**config.mk**
```make
export PLATFORM = sky130hd
export DESIGN_NAME = apu_mbox_flat
export DESIGN_NICKNAME = d
export VERILOG_FILES = /design/src/rtl/apu_mbox_pkg.sv /design/src/rtl/apu_mbox_if.sv /design/src/rtl/apu_mbox_fifo.sv /design/src/rtl/apu_mbox.sv /design/src/flat_wrapper.sv
export SDC_FILE = /design/constraint.sdc
export NUM_CORES = 1
export LEC_CHECK = 0
export CORE_UTILIZATION = 50
export CTS_BUF_LIST = sky130_fd_sc_hd__clkbuf_2 sky130_fd_sc_hd__clkbuf_4 sky130_fd_sc_hd__clkbuf_8
export DETAILED_ROUTE_END_ITERATION = 10
export GPL_TIMING_DRIVEN = 0
export PLACE_DENSITY_LB_ADDON = 0.2
export SLEW_MARGIN = 20
export SYNTH_ARGS = -nofsm -noshare
export SYNTH_HDL_FRONTEND = slang
export SYNTH_HIERARCHICAL = 1
export SYNTH_SLANG_ARGS = --single-unit
```
**constraint.sdc**
```tcl
create_clock -name clk -period 7.06 [get_ports clk]
set_input_delay 1.412 -clock clk [delete_from_list [all_inputs] [get_ports clk]]
set_output_delay 1.412 -clock clk [all_outputs]
set_load 0.005 [all_outputs]
```
**src/rtl/apu_mbox_pkg.sv**
```systemverilog
// Shared definitions for the APU-to-host mailbox: register offsets, STAT
// bit positions and a helper that assembles a STAT word.
package apu_mbox_pkg;

    // Byte offsets of the registers within each port's window.
    localparam logic [15:0] REG_OFF_DATA   = 16'h0000;
    localparam logic [15:0] REG_OFF_STAT   = 16'h0004;
    localparam logic [15:0] REG_OFF_IRQ_EN = 16'h0008;

    // STAT bit positions.
    localparam int STAT_FULL_BIT  = 0;
    localparam int STAT_EMPTY_BIT = 1;
    localparam int STAT_LEVEL_LSB = 4;
    localparam int STAT_LEVEL_MSB = 8;
    localparam int STAT_OVF_BIT   = 16;
    localparam int STAT_UNF_BIT   = 17;
    localparam int STAT_LEVEL_W   = STAT_LEVEL_MSB - STAT_LEVEL_LSB + 1;

    // Word index decoded from haddr[3:2]; upper address bits alias.
    typedef enum logic [1:0] {
        REG_DATA   = REG_OFF_DATA[3:2],
        REG_STAT   = REG_OFF_STAT[3:2],
        REG_IRQ_EN = REG_OFF_IRQ_EN[3:2],
        REG_RSVD   = 2'd3
    } reg_idx_e;

    // Assemble a STAT register image; unused bits read as zero.
    function automatic logic [31:0] stat_word(
        input logic                    full,
        input logic                    empty,
        input logic [STAT_LEVEL_W-1:0] level,
        input logic                    ovf,
        input logic                    unf
    );
        logic [31:0] w;
        w = 32'h0000_0000;
        w[STAT_FULL_BIT]                  = full;
        w[STAT_EMPTY_BIT]                 = empty;
        w[STAT_LEVEL_MSB:STAT_LEVEL_LSB]  = level;
        w[STAT_OVF_BIT]                   = ovf;
        w[STAT_UNF_BIT]                   = unf;
        return w;
    endfunction

endpackage

```
**src/rtl/apu_mbox_if.sv**
```systemverilog
// AHB-Lite slave port bundle used by both sides of the mailbox.
interface apu_mbox_if;
    logic [15:0] haddr;
    logic [1:0]  htrans;
    logic        hwrite;
    logic [2:0]  hsize;
    logic        hready;
    logic [31:0] hwdata;
    logic        hready_resp;
    logic [31:0] hrdata;
    logic        hresp;

    modport master (
        output haddr, htrans, hwrite, hsize, hready, hwdata,
        input  hready_resp, hrdata, hresp
    );

    modport slave (
        input  haddr, htrans, hwrite, hsize, hready, hwdata,
        output hready_resp, hrdata, hresp
    );
endinterface

```
**src/rtl/apu_mbox_fifo.sv**
```systemverilog
// Word FIFO for the mailbox. A push while full is accepted only when a pop
// happens in the same cycle; a pop while empty is refused and flagged, while
// a simultaneous push still lands.
module apu_mbox_fifo #(
    parameter int DEPTH = 4
) (
    input  logic                     clk,
    input  logic                     rst_n,
    input  logic                     push_req,
    input  logic                     pop_req,
    input  logic [31:0]              wdata,
    output logic [31:0]              head,
    output logic                     full,
    output logic                     empty,
    output logic [$clog2(DEPTH):0]   level,
    output logic                     ovf_evt,
    output logic                     unf_evt
);
    localparam int PW = $clog2(DEPTH);
    localparam int LW = PW + 1;
    localparam logic [PW-1:0] PTR_ONE   = PW'(1'b1);
    localparam logic [LW-1:0] LVL_ONE   = LW'(1'b1);
    localparam logic [LW-1:0] LVL_FULL  = LW'(DEPTH);
    localparam logic [LW-1:0] LVL_ZERO  = {LW{1'b0}};

    logic [31:0]   mem_r [DEPTH];
    logic [PW-1:0] wptr_r;
    logic [PW-1:0] rptr_r;
    logic [LW-1:0] level_r;
    logic          push_ok_s;
    logic          pop_ok_s;

    // Accept/refuse decisions; a pop frees the slot a full-FIFO push needs.
    always_comb begin
        full      = (level_r == LVL_FULL);
        empty     = (level_r == LVL_ZERO);
        pop_ok_s  = pop_req & ~empty;
        push_ok_s = push_req & (~full | pop_req);
        ovf_evt   = push_req & ~push_ok_s;
        unf_evt   = pop_req & empty;
        head      = mem_r[rptr_r];
        level     = level_r;
    end

    // Storage write; contents need no reset since empty slots are never read.
    always_ff @(posedge clk) begin
        if (push_ok_s) begin
            mem_r[wptr_r] <= wdata;
        end
    end

    // Pointers wrap naturally because DEPTH is a power of two.
    always_ff @(posedge clk or negedge rst_n) begin
        if (!rst_n) begin
            wptr_r  <= {PW{1'b0}};
            rptr_r  <= {PW{1'b0}};
            level_r <= LVL_ZERO;
        end else begin
            if (push_ok_s) begin
                wptr_r <= wptr_r + PTR_ONE;
            end
            if (pop_ok_s) begin
                rptr_r <= rptr_r + PTR_ONE;
            end
            case ({push_ok_s, pop_ok_s})
                2'b10:   level_r <= level_r + LVL_ONE;
                2'b01:   level_r <= level_r - LVL_ONE;
                default: level_r <= level_r;
            endcase
        end
    end

endmodule

```
**src/rtl/apu_mbox.sv**
```systemverilog
// APU-to-host mailbox: APU pushes words through its AHB-Lite port, the host
// pops them through its own. Level interrupts announce "message waiting"
// to the host and "mailbox drained" to the APU.
module apu_mbox
    import apu_mbox_pkg::*;
#(
    parameter int DEPTH = 4
) (
    input  logic       clk,
    input  logic       rst_n,
    apu_mbox_if.slave  apu_ahbls,
    apu_mbox_if.slave  host_ahbls,
    output logic       host_irq,
    output logic       apu_irq
);
    localparam int LW = $clog2(DEPTH) + 1;

    logic        apu_sel_r, apu_wr_r;
    reg_idx_e    apu_idx_r;
    logic        host_sel_r, host_wr_r;
    reg_idx_e    host_idx_r;

    logic        ovf_r, unf_r;
    logic        apu_irq_en_r, host_irq_en_r;
    logic        host_irq_r, apu_irq_r;

    logic        push_s, pop_s;
    logic        apu_stat_wr_s, apu_en_wr_s;
    logic        host_stat_wr_s, host_en_wr_s;
    logic [31:0] head_s;
    logic        full_s, empty_s, ovf_evt_s, unf_evt_s;
    logic [LW-1:0]           level_s;
    logic [STAT_LEVEL_W-1:0] level_ext_s;
    logic [31:0] apu_rdata_s, host_rdata_s;
    logic        unused_s;

    // APU address-phase capture into the data phase.
    always_ff @(posedge clk or negedge rst_n) begin
        if (!rst_n) begin
            apu_sel_r <= 1'b0;
            apu_wr_r  <= 1'b0;
            apu_idx_r <= REG_DATA;
        end else if (apu_ahbls.hready) begin
            apu_sel_r <= apu_ahbls.htrans[1];
            apu_wr_r  <= apu_ahbls.hwrite;
            apu_idx_r <= reg_idx_e'(apu_ahbls.haddr[3:2]);
        end
    end

    // Host address-phase capture into the data phase.
    always_ff @(posedge clk or negedge rst_n) begin
        if (!rst_n) begin
            host_sel_r <= 1'b0;
            host_wr_r  <= 1'b0;
            host_idx_r <= REG_DATA;
        end else if (host_ahbls.hready) begin
            host_sel_r <= host_ahbls.htrans[1];
            host_wr_r  <= host_ahbls.hwrite;
            host_idx_r <= reg_idx_e'(host_ahbls.haddr[3:2]);
        end
    end

    // Data-phase command decode for both ports.
    always_comb begin
        push_s         = apu_sel_r  &  apu_wr_r  & (apu_idx_r  == REG_DATA);
        apu_stat_wr_s  = apu_sel_r  &  apu_wr_r  & (apu_idx_r  == REG_STAT);
        apu_en_wr_s    = apu_sel_r  &  apu_wr_r  & (apu_idx_r  == REG_IRQ_EN);
        pop_s          = host_sel_r & ~host_wr_r & (host_idx_r == REG_DATA);
        host_stat_wr_s = host_sel_r &  host_wr_r & (host_idx_r == REG_STAT);
        host_en_wr_s   = host_sel_r &  host_wr_r & (host_idx_r == REG_IRQ_EN);
    end

    apu_mbox_fifo #(.DEPTH(DEPTH)) u_fifo (
        .clk      (clk),
        .rst_n    (rst_n),
        .push_req (push_s),
        .pop_req  (pop_s),
        .wdata    (apu_ahbls.hwdata),
        .head     (head_s),
        .full     (full_s),
        .empty    (empty_s),
        .level    (level_s),
        .ovf_evt  (ovf_evt_s),
        .unf_evt  (unf_evt_s)
    );

    // Sticky error flags; a new event beats a same-cycle W1C.
    always_ff @(posedge clk or negedge rst_n) begin
        if (!rst_n) begin
            ovf_r <= 1'b0;
            unf_r <= 1'b0;
        end else begin
            if (ovf_evt_s) begin
                ovf_r <= 1'b1;
            end else if (apu_stat_wr_s && apu_ahbls.hwdata[STAT_OVF_BIT]) begin
                ovf_r <= 1'b0;
            end
            if (unf_evt_s) begin
                unf_r <= 1'b1;
            end else if (host_stat_wr_s && host_ahbls.hwdata[STAT_UNF_BIT]) begin
                unf_r <= 1'b0;
            end
        end
    end

    // Interrupt enables, written through each side's IRQ_EN register.
    always_ff @(posedge clk or negedge rst_n) begin
        if (!rst_n) begin
            apu_irq_en_r  <= 1'b0;
            host_irq_en_r <= 1'b0;
        end else begin
            if (apu_en_wr_s) begin
                apu_irq_en_r <= apu_ahbls.hwdata[0];
            end
            if (host_en_wr_s) begin
                host_irq_en_r <= host_ahbls.hwdata[0];
            end
        end
    end

    // Registered level interrupts, one cycle behind the state they reflect.
    always_ff @(posedge clk or negedge rst_n) begin
        if (!rst_n) begin
            host_irq_r <= 1'b0;
            apu_irq_r  <= 1'b0;
        end else begin
            host_irq_r <= host_irq_en_r & ~empty_s;
            apu_irq_r  <= apu_irq_en_r & empty_s;
        end
    end

    // Zero-extend the FIFO level into the STAT level field.
    always_comb begin
        level_ext_s        = {STAT_LEVEL_W{1'b0}};
        level_ext_s[LW-1:0] = level_s;
    end

    // APU read mux, driven only during a read data phase.
    always_comb begin
        apu_rdata_s = 32'h0000_0000;
        if (apu_sel_r && !apu_wr_r) begin
            case (apu_idx_r)
                REG_STAT:   apu_rdata_s = stat_word(full_s, empty_s, level_ext_s, ovf_r, 1'b0);
                REG_IRQ_EN: apu_rdata_s = {31'h0000_0000, apu_irq_en_r};
                default:    apu_rdata_s = 32'h0000_0000;
            endcase
        end else begin
            apu_rdata_s = 32'h0000_0000;
        end
    end

    // Host read mux; an RX read of an empty mailbox returns zero.
    always_comb begin
        host_rdata_s = 32'h0000_0000;
        if (host_sel_r && !host_wr_r) begin
            case (host_idx_r)
                REG_DATA:   host_rdata_s = empty_s ? 32'h0000_0000 : head_s;
                REG_STAT:   host_rdata_s = stat_word(full_s, empty_s, level_ext_s, 1'b0, unf_r);
                REG_IRQ_EN: host_rdata_s = {31'h0000_0000, host_irq_en_r};
                default:    host_rdata_s = 32'h0000_0000;
            endcase
        end else begin
            host_rdata_s = 32'h0000_0000;
        end
    end

    assign apu_ahbls.hrdata       = apu_rdata_s;
    assign apu_ahbls.hready_resp  = 1'b1;
    assign apu_ahbls.hresp        = 1'b0;
    assign host_ahbls.hrdata      = host_rdata_s;
    assign host_ahbls.hready_resp = 1'b1;
    assign host_ahbls.hresp       = 1'b0;
    assign host_irq               = host_irq_r;
    assign apu_irq                = apu_irq_r;

    // Request fields the word-only, 4-register decode never looks at.
    assign unused_s = ^{apu_ahbls.hsize, apu_ahbls.haddr[15:4], apu_ahbls.haddr[1:0],
                        apu_ahbls.htrans[0], host_ahbls.hsize, host_ahbls.haddr[15:4],
                        host_ahbls.haddr[1:0], host_ahbls.htrans[0], host_ahbls.hwdata};

endmodule

```
**src/flat_wrapper.sv**
```systemverilog
// flat-port wrapper written by rule: the top's interface ports become plain ports
module apu_mbox_flat import apu_mbox_pkg::*;
#(
    parameter int DEPTH = 4
)
  (clk, rst_n, host_irq, apu_irq, apu_ahbls_haddr, apu_ahbls_htrans, apu_ahbls_hwrite, apu_ahbls_hsize, apu_ahbls_hready, apu_ahbls_hwdata, apu_ahbls_hready_resp, apu_ahbls_hrdata, apu_ahbls_hresp, host_ahbls_haddr, host_ahbls_htrans, host_ahbls_hwrite, host_ahbls_hsize, host_ahbls_hready, host_ahbls_hwdata, host_ahbls_hready_resp, host_ahbls_hrdata, host_ahbls_hresp);
  apu_mbox_if apu_ahbls_i ();
  apu_mbox_if host_ahbls_i ();
  input  logic clk;
  input  logic rst_n;
  output logic host_irq;
  output logic apu_irq;
  input wire logic [$bits(apu_ahbls_i.haddr)-1:0] apu_ahbls_haddr;
  input wire logic [$bits(apu_ahbls_i.htrans)-1:0] apu_ahbls_htrans;
  input wire logic [$bits(apu_ahbls_i.hwrite)-1:0] apu_ahbls_hwrite;
  input wire logic [$bits(apu_ahbls_i.hsize)-1:0] apu_ahbls_hsize;
  input wire logic [$bits(apu_ahbls_i.hready)-1:0] apu_ahbls_hready;
  input wire logic [$bits(apu_ahbls_i.hwdata)-1:0] apu_ahbls_hwdata;
  output wire logic [$bits(apu_ahbls_i.hready_resp)-1:0] apu_ahbls_hready_resp;
  output wire logic [$bits(apu_ahbls_i.hrdata)-1:0] apu_ahbls_hrdata;
  output wire logic [$bits(apu_ahbls_i.hresp)-1:0] apu_ahbls_hresp;
  input wire logic [$bits(host_ahbls_i.haddr)-1:0] host_ahbls_haddr;
  input wire logic [$bits(host_ahbls_i.htrans)-1:0] host_ahbls_htrans;
  input wire logic [$bits(host_ahbls_i.hwrite)-1:0] host_ahbls_hwrite;
  input wire logic [$bits(host_ahbls_i.hsize)-1:0] host_ahbls_hsize;
  input wire logic [$bits(host_ahbls_i.hready)-1:0] host_ahbls_hready;
  input wire logic [$bits(host_ahbls_i.hwdata)-1:0] host_ahbls_hwdata;
  output wire logic [$bits(host_ahbls_i.hready_resp)-1:0] host_ahbls_hready_resp;
  output wire logic [$bits(host_ahbls_i.hrdata)-1:0] host_ahbls_hrdata;
  output wire logic [$bits(host_ahbls_i.hresp)-1:0] host_ahbls_hresp;
  assign apu_ahbls_i.haddr = apu_ahbls_haddr;
  assign apu_ahbls_i.htrans = apu_ahbls_htrans;
  assign apu_ahbls_i.hwrite = apu_ahbls_hwrite;
  assign apu_ahbls_i.hsize = apu_ahbls_hsize;
  assign apu_ahbls_i.hready = apu_ahbls_hready;
  assign apu_ahbls_i.hwdata = apu_ahbls_hwdata;
  assign apu_ahbls_hready_resp = apu_ahbls_i.hready_resp;
  assign apu_ahbls_hrdata = apu_ahbls_i.hrdata;
  assign apu_ahbls_hresp = apu_ahbls_i.hresp;
  assign host_ahbls_i.haddr = host_ahbls_haddr;
  assign host_ahbls_i.htrans = host_ahbls_htrans;
  assign host_ahbls_i.hwrite = host_ahbls_hwrite;
  assign host_ahbls_i.hsize = host_ahbls_hsize;
  assign host_ahbls_i.hready = host_ahbls_hready;
  assign host_ahbls_i.hwdata = host_ahbls_hwdata;
  assign host_ahbls_hready_resp = host_ahbls_i.hready_resp;
  assign host_ahbls_hrdata = host_ahbls_i.hrdata;
  assign host_ahbls_hresp = host_ahbls_i.hresp;
  apu_mbox #(.DEPTH(DEPTH)) u_core (.clk(clk), .rst_n(rst_n), .apu_ahbls(apu_ahbls_i), .host_ahbls(host_ahbls_i), .host_irq(host_irq), .apu_irq(apu_irq));
endmodule
```
; ---- Word-level counts from Yosys, hierarchy flattened
; Memory sizes are Yosys's and may differ from the RTL's.
; Index checks and enable logic that the tools add are counted.
[classes]
addsub = 4
n_eq_ne = 7
mux = 12
bitwise = 20
reduce_logical = 12
[op_table]
columns = operator, n
row1 = $pmux 32 s3, 1
row2 = $mux 32, 2
row3 = $pmux 17 s2, 1
row4 = $mux 17, 1
row5 = $and 1x1->1, 15
row6 = $eq 2x1->1 const B, 3
row7 = $eq 2x2->1 const B, 3
row8 = $mux 1, 6
row9 = $pmux 3 s2, 1
row10 = $reduce_bool 2->1, 3
row11 = $add 2x1->2 const B, 2
row12 = $logic_and 1x1->1, 4
row13 = $logic_not 2->1, 2
row14 = $not 1->1, 4
row15 = $add 3x1->3 const B, 1
row16 = $eq 3x3->1 const B, 1
row17 = $logic_not 3->1, 1
row18 = $sub 3x1->3 const B, 1
row19 = $logic_not 1->1, 2
row20 = $or 1x1->1, 1
[word_totals]
ff_bits = 21
mem_bits_rw = 128
in_bits = 112
output_inout_bits = 70
word_cells = 71
memories = 1
[mem_list]
columns = memory, words, width, read_ports, rd_clocked_by_memory_dff, write_ports, line
row1 = u_core.u_fifo.mem_r, 4, 32, 1, 0, 1, apu_mbox_fifo.sv:26  ; logic [31:0] mem_r [DEPTH];

; ---- Longest topological paths before layout
[depth]
ltp_word = 8
mapped_depth = 13
ltp_nobuf = 11

; ---- Hierarchy
; The synthesis kept the hierarchy.
[by_module_without_submodules]
columns = mod, n_inst, cells_each, area_per_inst_um2, seq_area_each_um2
row1 = apu_mbox_fifo, 1, 209, 5082.4, 4018.9
row2 = apu_mbox, 1, 141, 1485.2, 350.3

; ---- Worst setup path after synthesis
; Ideal clock, no wire load.
[synth_timing]
path_kind = register to output
from = register u_core.u_fifo.level_r[0] (netlist: u_core/u_fifo/level[0])
to = output port host_ahbls_hrdata[1]
arrival_time_ns = 1.563
required_time_ns = 5.648
setup_slack_ns = 4.085
stages_incl_launch_ff = 6
n_path_buf = 2
path_cell_list = dfrtp_1 nor3_1 clkbuf_1 buf_1 nand2_1 a21oi_1
[synth_via]
elab_chain_cells = 4
[synth_rtl]
columns = item, line
row1 = from (decl), apu_mbox_fifo.sv:29  ; logic [LW-1:0] level_r;
row2 = from (signal assigned), apu_mbox_fifo.sv:66  ; 2'b10: level_r <= level_r + LVL_ONE;
row3 = from (signal assigned), apu_mbox_fifo.sv:67  ; 2'b01: level_r <= level_r - LVL_ONE;
row4 = from (signal assigned), apu_mbox_fifo.sv:68  ; default: level_r <= level_r;
row5 = $logic_not 3->1 *, apu_mbox_fifo.sv:36  ; empty = (level_r == LVL_ZERO);
row6 = via u_core.empty_s, apu_mbox.sv:31  ; logic full_s, empty_s, ovf_evt_s, unf_evt_s;
row7 = $mux 32, apu_mbox.sv:157  ; REG_DATA: host_rdata_s = empty_s ? 32'h0000_0000 : head_s;
row8 = $pmux 32 s3 *, apu_mbox.sv:156  ; case (host_idx_r)
row9 = $mux 32 *, apu_mbox.sv:155  ; if (host_sel_r && !host_wr_r) begin
row10 = to (decl), flat_wrapper.sv:29  ; output wire logic [$bits(host_ahbls_i.hrdata)-1:0] host_ahbls_hrdata;
; The timed path passes the listed nets; every way through them passes the cells marked *.

; ---- Worst setup path in the final report
; Same ends and word-level chain as after synthesis.

==> parameters.txt <==
Parameter                              Value

Die
  Site row count    41
  Total die area    0.0136 mm2
  Starting density of the core    51.6%
  Die extent in x    117 um
  Core footprint    0.0127 mm2
  # IOs    182
  DIE HEIGHT    117 um

Timing
  Sum of negative setup slack    0 ns
  Max-slew violation count    0
  Headroom to the max-slew limit    32.1%
  Final number of hold-violating endpoints    0
  Final Critical Period    4.40 ns
  Clock tree skew after final layout    0.00846 ns
  Share of the clock period used by the worst path    62.3%
  Measured slew at the worst slew-check pin    1.02 ns
  Number of setup violations in the final report    0
  RSZ-0062 raised after global routing    no
  Max Clock Freq    227 MHz

Pwr
  Total chip power    2.38 mW
  Internal power    1.72 mW
  Sw Share    27.9%
  Power share of the clock group    25.7%
  Leakage    2.86 nW
  Maximum ir drop on the vdd rail    125 uV
  Gate power share    29.1%
  Reported net switching power    0.663 mW
  Reg power frac    45.2%
  Total power per unit cell area    290 mW/mm2

Global routing
  Number of global-route vias before repair    3454
  Maximum number of pins on one net before global-route repair    22
  Overall routing resource usage    20.7%
  Initial antenna violation count    1
  Overflow after GRT    0
  Wire length of the first global-routing pass    19500 um

Setup path
  FF-to-FF setup slack    4.03 ns
  Sequence of cells on the critical path    nor3_1 -> clkbuf_1 -> buf_1 -> nand2_1 -> a21oi_1 -> clkdlybuf4s50_1
  Gate family responsible for the most delay along the worst path    buffers and inverters
  CP Class    flip-flop to primary output
  Launching element type of the critical path    flip-flop
  Largest fanout on the critical path    10
  Arrival time reported for the critical path endpoint    2.99 ns
  CP max stage delay    0.65 ns
  Total buffers and inverters traversed by the critical path    3
  CP required    5.65 ns
  Endpoint kind of the worst setup timing path    primary output
  Slowest stage cell on the critical path    buf_1

Clocking
  # Post-CTS Setup Buffers    0
  Clock sink total    149
  Largest buffer count on any clock path    2
  Reg clk slew, reported paths    0.07 ns
  Clock Latency Late Sink    0.45 ns
  CTS Buf Count    17
  CTS resizes    0
  Clock tree from TritonCTS    yes
  Number of hold buffers added after CTS    0
  Htree depth    4
  Clock Tree Root    clkbuf_8

Routing
  DRC errors left    0
  Average routed wire per standard cell    19.5 um
  Overall via count from detail_route    3478
  Number of iterations in the first detailed-routing pass    5
  Post-DR vias/cell    5.18
  Post-DRT Antenna Nets    0
  Iter 0 DRT Violations    253
  Aggregate routed wire length    13100 um

Layout
  Area occupied by multi-input gates    0.00190 mm2
  Fraction of layout cells with a size suffix above 1    30.1%
  Commonest cells after routing, fill and taps aside    edfxtp_1 (128), clkdlybuf4s50_1 (85), mux4_2 (32)
  Count of filler cells inserted in the layout    931
  Antenna Cells    0
  Number of nets in the layout    607
  Layout Area Growth over Synthesis    25.1%
  Combined flip-flop and latch cell area    0.00437 mm2
  Most common cell after layout, fill and taps aside    edfxtp_1

Synthesis
  Synth async-reset ratio    14.1%
  Post-synth EDFFs    128
  Area leader, netlist    edfxtp_1
  Per-instance average area after synthesis    18.8 um2
  Cells after synthesis    350
  Seq cells post-synth    149
  Ranking of synthesized cells by area    edfxtp_1 (59%), mux4_2 (11%), dfrtp_1 (8.0%)
  Number of warnings printed during yosys synthesis    6
  Commonest register cell after synthesis    edfxtp_1
  Netlist Area Pre-Place    0.00657 mm2
  Post-synth top area share    58.5%
  Number of distinct library cells after synthesis    43
  Seq/Total Area, Yosys    66.5%

Placed design
  Final weighted congestion of routability-driven global placement    0.783
  Count of port buffers added during placement    85
  Half-perimeter wire length after placement    8780 um

Min path
  Min-delay worst type    flip-flop to flip-flop

Outcome
  Status    complete, no violations

Flow run
  Number of maximum-capacitance violations    0
[cell type report]
type	instances	share of cell area, %
Buffer	50	4.55
Clock buffer	20	3.12
Clock inverter	12	1.36
Inverter	8	0.366
Multi-Input combinational cell	171	23.2
Sequential cell	149	53.2
Tap cell	172	2.62
Timing Repair Buffer	89	11.6
[cells in the mapped netlist (all sizes together), types with 2 or more instances]
| cell type | n |
|---|---|
| nor2b | 2 |
| a21oi | 6 |
| edfxtp | 128 |
| inv | 8 |
| conb | 2 |
| dfrtp | 21 |
| mux4 | 32 |
| o21ai | 3 |
| xnor2 | 3 |
| nor2 | 3 |
| nor4bb | 2 |
| buf | 45 |
| mux2 | 9 |
| nor4b | 27 |
| ha | 8 |
| and2 | 12 |
| or3b | 7 |
| nand2 | 9 |
| xor2 | 3 |
| clkbuf | 5 |
| and3 | 2 |
[worst reg2reg max path: cells and delay by family, from the launching register on]
| kind | cells | cell delay, ns |
|---|---|---|
| and+or+nand+nor | 4 | 0.82 |
| adders and majority gates | 2 | 0.54 |
| xor gates and xnor gates | 2 | 0.30 |
| buffers and inverters | 4 | 0.87 |
| DFF | 1 | 0.42 |
[power groups by stage]
stage	Sequential (mW)	Clock (mW)	Combinational (mW)
floorplan	1.08	0	0.496
global placement	1.09	0	0.678
detailed placement	1.09	0	0.701
CTS	1.08	0.626	0.704
global route	1.08	0.663	0.749
finish	1.08	0.612	0.693
[state kept, by name (all words and copies together), names as in the netlist]
name and count:
u_core/apu_sel_r 1, u_core/host_sel_r 1, u_core/u_fifo/mem_r 128, u_core/u_fifo/level 3, u_core/ovf_r 1, u_core/apu_wr_r 1, u_core/u_fifo/rptr_r 2, u_core/unf_r 1
u_core/apu_idx_r 2, u_core/u_fifo/wptr_r 2, u_core/host_idx_r 2, u_core/apu_irq_en_r 1, u_core/apu_irq 1, u_core/host_irq_en_r 1, u_core/host_irq 1, u_core/host_wr_r 1
[path summary, 6_finish.rpt]
check / end / cells after the start / from
min in group asynchronous: u_core/u_fifo/wptr_r[0] / 1 / rst_n
worst min register to register: u_core/ovf_r / 1 / u_core/ovf_r
worst max-delay path: host_ahbls_hrdata[1] / 6 / u_core/u_fifo/level[0]
worst min-delay path: u_core/ovf_r / 1 / u_core/ovf_r
max in group asynchronous: u_core/unf_r / 1 / rst_n
worst max register to register: u_core/u_fifo/level[2] / 12 / u_core/host_idx_r[0]
[stage by stage]
| stage | utilization [%] | instance area [um2] | std cells | setup WS, ns | hold slack (ns) |
|---|---|---|---|---|---|
| after detailed placement | 61.7 | 7850 | 639 | 3.12 | 0.457 |
| after global placement | 60.8 | 7740 | 635 | 3.12 | 0.453 |
| after floorplan | - | 6670 | 378 | 4.08 | 0.441 |
| final | 64.6 | 8210 | 671 | 2.66 | 0.470 |
| after CTS | 64.6 | 8210 | 671 | 2.62 | 0.474 |
| after global routing | 64.6 | 8210 | 671 | 2.48 | 0.482 |
[cells by family after synthesis]
family                   count (synthesis)  share of synthesized area, %
other                                    2                         0.114
flip-flops                             149                          66.5
buffers and inverters                   58                          6.15
adder cells (fa/ha/maj)                  9                          1.83
multiplexers                            41                          12.6
AND/OR/NAND/NOR                         71                          10.7
AO/OA/AOI/OAI                           14                          1.28
XOR/XNOR                                 6                         0.800
[metal layers]
layer,share of wire [%],up-vias,GRT usage (%)
li1,-,1581,-
met1,43,1763,26.7
met2,50,112,33.5
met3,5.1,20,5.09
met4,1.8,2,9.62
met5,0.10,-,0
Note: power is estimated with default switching activity, not from simulation.
